### src/rtl/seq_alu.sv
// seq_alu: registered add/sub/mul/AND unit with a valid/ready handshake on the input side
// and a one-cycle completion pulse on the output side.
//
// Ports:
//   clk        rising-edge clock
//   rst        asynchronous active-high reset
//   A, B       WIDTH-bit unsigned operands, sampled only on acceptance
//   sel        00 add, 01 sub, 10 mul (or A|B without SEQ_ALU_MUL_EN), 11 AND
//   in_valid   operands/sel valid this cycle
//   in_ready   block can accept an operation this cycle (state only, no path from in_valid)
//   y          2*WIDTH-bit result, held until the next completion
//   out_valid  one-cycle pulse: y was updated on this edge
//   zero       registered y == 0, updated together with y
//
// Configuration macro: SEQ_ALU_MUL_EN
//   defined   : sel=10 runs an iterative shift-add multiply over WIDTH cycles
//   undefined : sel=10 is a single-cycle zero-extended A|B, no busy state
module seq_alu #(
    parameter int unsigned WIDTH = 2
) (
    input  logic               clk,
    input  logic               rst,
    input  logic [WIDTH-1:0]   A,
    input  logic [WIDTH-1:0]   B,
    input  logic [1:0]         sel,
    input  logic               in_valid,
    output logic               in_ready,
    output logic [2*WIDTH-1:0] y,
    output logic               out_valid,
    output logic               zero
);

    localparam int unsigned YW = 2 * WIDTH;

    logic [YW-1:0] a_ext;
    logic [YW-1:0] b_ext;
    logic [YW-1:0] simple_res;

    logic [YW-1:0] y_q, y_d;
    logic          zero_q, zero_d;
    logic          out_valid_q, out_valid_d;

    assign a_ext = {{WIDTH{1'b0}}, A};
    assign b_ext = {{WIDTH{1'b0}}, B};

    // Single-cycle results; sub wraps modulo 2^YW so A<B sets all upper bits.
    always_comb begin
        simple_res = '0;
        case (sel)
            2'b00: simple_res = a_ext + b_ext;
            2'b01: simple_res = a_ext - b_ext;
`ifdef SEQ_ALU_MUL_EN
            2'b10: simple_res = '0;  // multiply goes through the iterative path
`else
            2'b10: simple_res = a_ext | b_ext;
`endif
            2'b11: simple_res = a_ext & b_ext;
            default: simple_res = '0;
        endcase
    end

`ifdef SEQ_ALU_MUL_EN

    typedef enum logic {StIdle, StMul} state_e;

    localparam int unsigned          CW       = $clog2(WIDTH);
    localparam logic [CW-1:0]        CNT_LAST = CW'(WIDTH - 1);

    state_e           state_q, state_d;
    logic [YW-1:0]    mcand_q, mcand_d;
    logic [WIDTH-1:0] mplier_q, mplier_d;
    logic [YW-1:0]    prod_q, prod_d;
    logic [CW-1:0]    cnt_q, cnt_d;
    logic [YW-1:0]    prod_step;

    assign in_ready  = (state_q == StIdle);
    assign prod_step = prod_q + (mplier_q[0] ? mcand_q : '0);

    always_comb begin
        state_d     = state_q;
        mcand_d     = mcand_q;
        mplier_d    = mplier_q;
        prod_d      = prod_q;
        cnt_d       = cnt_q;
        y_d         = y_q;
        zero_d      = zero_q;
        out_valid_d = 1'b0;
        case (state_q)
            StIdle: begin
                if (in_valid) begin
                    if (sel == 2'b10) begin
                        mcand_d  = a_ext;
                        mplier_d = B;
                        prod_d   = '0;
                        cnt_d    = '0;
                        state_d  = StMul;
                    end else begin
                        y_d         = simple_res;
                        zero_d      = (simple_res == '0);
                        out_valid_d = 1'b1;
                    end
                end
            end
            StMul: begin
                prod_d   = prod_step;
                mcand_d  = mcand_q << 1;
                mplier_d = mplier_q >> 1;
                cnt_d    = cnt_q + 1'b1;
                if (cnt_q == CNT_LAST) begin
                    y_d         = prod_step;
                    zero_d      = (prod_step == '0);
                    out_valid_d = 1'b1;
                    state_d     = StIdle;
                end
            end
            default: state_d = StIdle;
        endcase
    end

    always_ff @(posedge clk or posedge rst) begin
        if (rst) begin
            state_q  <= StIdle;
            mcand_q  <= '0;
            mplier_q <= '0;
            prod_q   <= '0;
            cnt_q    <= '0;
        end else begin
            state_q  <= state_d;
            mcand_q  <= mcand_d;
            mplier_q <= mplier_d;
            prod_q   <= prod_d;
            cnt_q    <= cnt_d;
        end
    end

`else

    logic accept;

    // No busy state: ready everywhere except while reset is held.
    assign in_ready = ~rst;
    assign accept   = in_valid & in_ready;

    always_comb begin
        y_d         = y_q;
        zero_d      = zero_q;
        out_valid_d = 1'b0;
        if (accept) begin
            y_d         = simple_res;
            zero_d      = (simple_res == '0);
            out_valid_d = 1'b1;
        end
    end

`endif

    always_ff @(posedge clk or posedge rst) begin
        if (rst) begin
            y_q         <= '0;
            zero_q      <= 1'b1;
            out_valid_q <= 1'b0;
        end else begin
            y_q         <= y_d;
            zero_q      <= zero_d;
            out_valid_q <= out_valid_d;
        end
    end

    assign y         = y_q;
    assign zero      = zero_q;
    assign out_valid = out_valid_q;

endmodule

### config.mk
export PLATFORM = sky130hd
export DESIGN_NAME = seq_alu
export DESIGN_NICKNAME = d
export VERILOG_FILES = /design/src/rtl/seq_alu.sv
export SDC_FILE = /design/constraint.sdc
export NUM_CORES = 1
export LEC_CHECK = 0
export CORE_AREA = 2 2 39 41
export CTS_BUF_LIST = sky130_fd_sc_hd__clkbuf_8
export DETAILED_ROUTE_END_ITERATION = 8
export DIE_AREA = 0 0 41 43
export GPL_TIMING_DRIVEN = 0
export PLACE_DENSITY = 0.57
export SLEW_MARGIN = 20
export SYNTH_ARGS = -nofsm -noshare
export SYNTH_HDL_FRONTEND = slang
export SYNTH_SLANG_ARGS = --single-unit
export TNS_END_PERCENT = 10
### constraint.sdc
create_clock -name clk -period 1.8 [get_ports clk]
set_input_delay 0.45 -clock clk [delete_from_list [all_inputs] [get_ports clk]]
set_output_delay 0.45 -clock clk [all_outputs]
set_load 0.02 [all_outputs]
==> impl_metrics.ini, run 1 <==
[drt]
post_drt_wl_per_cell_um = 9.68
ant_nets = 0
viasPerCell = 4.65
wirelength_um = 726
drc = 0
via_count = 349
first_pass_iters = 1
drtIter0Drc = 0

[clock_tree]
cts.sinks = 6
clk_latency_ns = 0.22
tritoncts = built
numCtsBuffers = 3
clk_pin_slew_ns = 0.04
root_buffer = clkbuf_8
clk_path_buf_depth = 2
ctsHoldBuffers = 0
htree_levels = 1

[logic_synthesis]
syn_area_per_cell_um2 = 10.4
synth_top_area_share_pct = 29.9
synthesis.area_um2 = 418
synth-seq-cells = 6
synth_warnings = 0
syn_inst = 40
ys_types = 20
yosysTopAreaCell = dfrtp_1
synth_fp_nets = 56
ys_seq_area_share_pct = 36.2
synth_area_leaders = dfrtp_1 (30%), ha_1 (15%), fa_1 (9.6%), inv_1 (7.2%), dfstp_2 (6.3%)

[worst_setup_path]
crit_family = adder cells
r2r-start = zero$_DFFE_PP1P_
ff2ff_setup_slack_ns = 1.03
cp-start-kind = primary input
critPathKind = primary input to register
cp_max_fo = 3
slowest_delay_ns = 0.53
cp_cell_sequence = buf_8 -> ha_4 -> fa_1 -> inv_1 -> mux4_2 -> a31o_1
critPathBufInv = 2
crit_path_top_delay_cell = fa_1
r2r_end = zero$_DFFE_PP1P_
end_kind = register
arrival_ns = 1.93
reg2regPathDepth = 2
cp.required_ns = 1.95

[final_layout]
layout_commonest_cell = clkdlybuf4s50_1
utilization_pct = 47.2
syn_to_final_growth_pct = 56.3
nets = 76
num_antenna_cells = 0
fillers = 159
drive_gt1_share_pct = 20.3
final_cell_mix = clkdlybuf4s50_1 (9), inv_1 (8), dfrtp_1 (5)

[grt]
overflow = 0
grt_antenna_before_repair = 0
grt_max_degree = 11
grt_usage_pct = 11.1
grt_pass1_wl_mm = 1.23
grt_pass1_vias = 315

[die]
core_mm2 = 0.00138
io_pins = 16
dieArea_mm2 = 0.00176
initial_utilization_pct = 30.2
die_h_um = 43
core.rowCount = 14
die_x_um = 41

[sta]
fin_crit_sh_pct = 98.8
fin_ws_ns = 0.0208
finalSetupViolations = 0
hold_ws_ns = 0.449
tightest_slew_ns = 0.352
fin_crit_ns = 1.78
fin_skew_ns = 0
slew_viol_final = 0
finalHoldViolCount = 0
max_freq_mhz = 562
rsz0062_at_grt = yes
slew-limit-headroom_pct = 76.5

[power]
vdd_drop_max_v = 0.000243
p_leak_nw = 0.326
p_per_area_mw_per_mm2 = 767

[place]
dpl.hpwl_um = 627
place_congestion = 0.646
io_buffers = 15
preCtsSetupSlack_ns = -0.664

[hold_path]
hp-class = primary input to asynchronous set/reset pin

[flow_run]
drv_cap = 0

[status]
status = complete, no violations
final cells by class:
| cell class | instances | area [um2] | area share [%] |
|---|---|---|---|
| timing repair buffer | 15 | 155 | 23.8 |
| buffer | 1 | 3.75 | 0.575 |
| clock buffer | 3 | 41.3 | 6.32 |
| tap | 16 | 20.0 | 3.07 |
| sequential | 6 | 151 | 23.2 |
| multi-input combinational | 25 | 248 | 37.9 |
| clock inverter | 1 | 3.75 | 0.575 |
| inverter | 8 | 30.0 | 4.60 |
stage by stage:
step / TNS [ns] / area [um2] / cells / power [mW]
after floorplan: -0.0106 / 430 / 40 / 0.232
after global placement: -2.19 / 601 / 71 / 0.298
after detailed placement: -2.31 / 601 / 71 / 0.301
after CTS: -0.0170 / 638 / 75 / 0.510
after global routing: -0.0167 / 653 / 75 / 0.537
final: 0 / 653 / 75 / 0.501
power by group:
part	switching (mW)	internal (mW)	total (mW)	leakage (nW)
Combinational	0.0644	0.0707	0.135	0.224
Sequential	0.00649	0.154	0.160	0.0749
Clock	0.0592	0.147	0.206	0.0269
Total	0.130	0.371	0.501	0.326
flip-flops by register name (all words and copies together) (netlist names):
name       count
y              4
zero           1
out_valid      1
repair_timing:
item                                    in CTS  in global routing
pin swaps                                    1                  3
gates resized for setup                     16                  7
setup buffers                                0                  0
endpoints found under the setup margin       4                  3
metal layers:
layer | wire length [um] | up-vias | track usage [%]
met3 | 84 | 5 | 4.71
met4 | 34 | 0 | 10.0
li1 | - | 170 | -
met2 | 336 | 18 | 16.3
met1 | 270 | 156 | 11.0
met5 | 0 | - | 0
synth_stat cells:
cell type and instances:
fa_1 2, dfrtp_1 5, nand3b_1 1, inv_1 8, clkbuf_1 1, mux2i_1 1
nand2b_1 1, o21ai_0 2, and2_1 1, nand2_1 4, ha_1 5, o31ai_1 1
mux4_2 1, nor2_1 1, or2_1 1, a311oi_1 1, dfstp_2 1, a21o_1 1
a31o_1 1, a32o_1 1
logic make-up after synthesis:
family	share of synthesized area, %
buf+inv	8.08
simple gates	10.8
compound gates	12.6
fa+ha+maj	24.6
flops	36.2
mux	7.78
worst register-to-register path, cell delays in order (launching register included):
cell and delay (ns):
dfstp_2 0.51, and2_1 0.11, a31o_1 0.09
worst max path at each step:
stage / depth (start not counted) / from / endpoint
6_report: 6 / B[0] / zero$_DFFE_PP1P_
5_1_grt: 6 / B[0] / zero$_DFFE_PP1P_
4_1_cts: 6 / B[0] / zero$_DFFE_PP1P_
3_5_place_dp: 6 / A[0] / zero$_DFFE_PP1P_
3_3_place_gp: 6 / A[0] / zero$_DFFE_PP1P_
2_1_floorplan: 5 / A[0] / zero$_DFFE_PP1P_
(Power assumes the default switching activity.)
==> inputs of run 2 (changes only) <==
Settings changed: PLACE_DENSITY 0.57 to 0.6, TNS_END_PERCENT 10 to 100.
Clock period 1.8 ns to 1.6 ns, I/O delays scaled along.
==> run 2 against run 1 <==
Against the previous run: the flow now finishes with violations (negative setup slack); register-to-register slack worse by 0.21 ns; setup slack worse by 0.12 ns; hold slack better by 0.019 ns; global-route usage up 0.068 points; via count down 1.7%; critical path depth unchanged; sequential share of layout area down 0.31 points; die area unchanged; clock skew unchanged; cell area up 1.3%; largest power group unchanged; highest routed layer unchanged.
==> impl_metrics.ini, run 2 (same netlist as run 1, synthesis figures left out) <==
[status]
status = finished with violations
violations = negative setup slack

[drt]
first_pass_iters = 2
drc = 0
viasPerCell = 4.45
post_drt_wl_per_cell_um = 9.70
drtIter0Drc = 1
via_count = 343
ant_nets = 0
wirelength_um = 747

[final_layout]
largest_reg_flops = 4
syn_to_final_growth_pct = 58.4
drive_gt1_share_pct = 24.6
design_area_um2 = 662
fin_cells = 77
num_antenna_cells = 0
final_cell_mix = inv_1 (8), clkdlybuf4s50_1 (8), dfrtp_1 (5)
nets = 78

[worst_setup_path]
critPathKind = primary input to register
cp-start-kind = primary input
end_kind = register
cp.required_ns = 1.74
arrival_ns = 1.84
cp_max_fo = 3

[grt]
grt_usage_pct = 11.1
grt_pass1_vias = 342
grt_pass1_wl_mm = 1.28
overflow = 0
grt_antenna_before_repair = 0
grt_max_degree = 11

[die]
initial_utilization_pct = 30.2
io_pins = 16
die_x_um = 41
dieArea_mm2 = 0.00176
die_h_um = 43
core_mm2 = 0.00138
core.rowCount = 14

[power]
p_per_area_mw_per_mm2 = 852
vdd_drop_max_v = 0.000279
p_leak_nw = 0.339

[clock_tree]
cts.sinks = 6
clk_path_buf_depth = 2
clk_pin_slew_ns = 0.04
htree_levels = 1
clk_latency_ns = 0.22
tritoncts = built
root_buffer = clkbuf_8
numCtsBuffers = 3
ctsHoldBuffers = 0

[hold_path]
hp-class = register to register

[sta]
finalHoldViolCount = 0
fin_crit_sh_pct = 106
fin_ws_ns = -0.0981
slew-limit-headroom_pct = 74.9
fin_skew_ns = 0
hold_ws_ns = 0.468
finalSetupViolations = 2
max_freq_mhz = 589
slew_viol_final = 0
rsz0062_at_grt = yes
tightest_slew_ns = 0.377
fin_crit_ns = 1.70

[place]
placedCellCount = 71
io_buffers = 15
postPlaceCellArea_um2 = 601
place_congestion = 0.648
dpl.hpwl_um = 625

[flow_run]
drv_cap = 0
-- run 2: cell count changes in the layout (fill, tap and decap cells not counted), sizes merged --
cell / previous run / this run
buf: 2 / 4
clkbuf: 5 / 6
dlygate4sd2: 0 / 1
clkdlybuf4s15: 2 / 1
clkdlybuf4s50: 9 / 8
-- run 2: worst paths after layout --
path / startpoint / to / slack [ns] / depth (start not counted)
max: B[0] / zero$_DFFE_PP1P_ / -0.1 / 6
min: y[2]$_DFFE_PP0P_ / y[2]$_DFFE_PP0P_ / 0.47 / 2
min reg2reg: y[2]$_DFFE_PP0P_ / y[2]$_DFFE_PP0P_ / 0.47 / 2
max reg2reg: zero$_DFFE_PP1P_ / zero$_DFFE_PP1P_ / 0.82 / 2
max in group asynchronous: rst / zero$_DFFE_PP1P_ / 0.92 / 3
min in group asynchronous: rst / y[3]$_DFFE_PP0P_ / 0.48 / 3
-- run 2: stage by stage --
stage | TNS [ns] | power, mW | utilization [%] | worst slack (ns)
after floorplan | -0.282 | 0.261 | - | -0.161
after global placement | -3.01 | 0.335 | 43.4 | -0.781
after detailed placement | -3.10 | 0.339 | 43.4 | -0.811
after CTS | -0.278 | 0.574 | 47.7 | -0.171
after global routing | -0.237 | 0.598 | 47.8 | -0.132
final | -0.160 | 0.564 | 47.8 | -0.0981
-- run 2: critical path, stage by stage --
cell    delay (ns)
buf_8         0.10
ha_4          0.15
fa_1          0.49
inv_1         0.03
mux4_2        0.47
a31o_1        0.19
-- run 2: layout make-up --
cell class	count	area [um2]
Fill cell	131	722
Clock buffer	3	41.3
Tap cell	16	20.0
Multi-Input combinational cell	25	248
Timing Repair Buffer	17	164
Inverter	8	30.0
Sequential cell	6	151
Buffer	1	3.75
Clock inverter	1	3.75
-- run 2: timing repair --
item                                    4_1_cts  5_1_grt
endpoints found under the setup margin        7        3
setup buffers                                 1        1
hold endpoints to repair                      0        0
gates resized for setup                      22        4
pin swaps                                     3        4
-- run 2: power breakdown --
part | internal [mW] | switching (mW) | total (mW)
sequential | 0.173 | 0.00793 | 0.181
combinational | 0.0795 | 0.0740 | 0.154
clock | 0.165 | 0.0646 | 0.229
total | 0.417 | 0.147 | 0.564
-- run 2: layer usage --
metal	global-route usage [%]	wire (um)	vias up
li1	-	-	172
met1	11.8	319	152
met2	16.6	347	17
met3	4.71	72	2
met4	8.00	8	0
met5	0	0	-
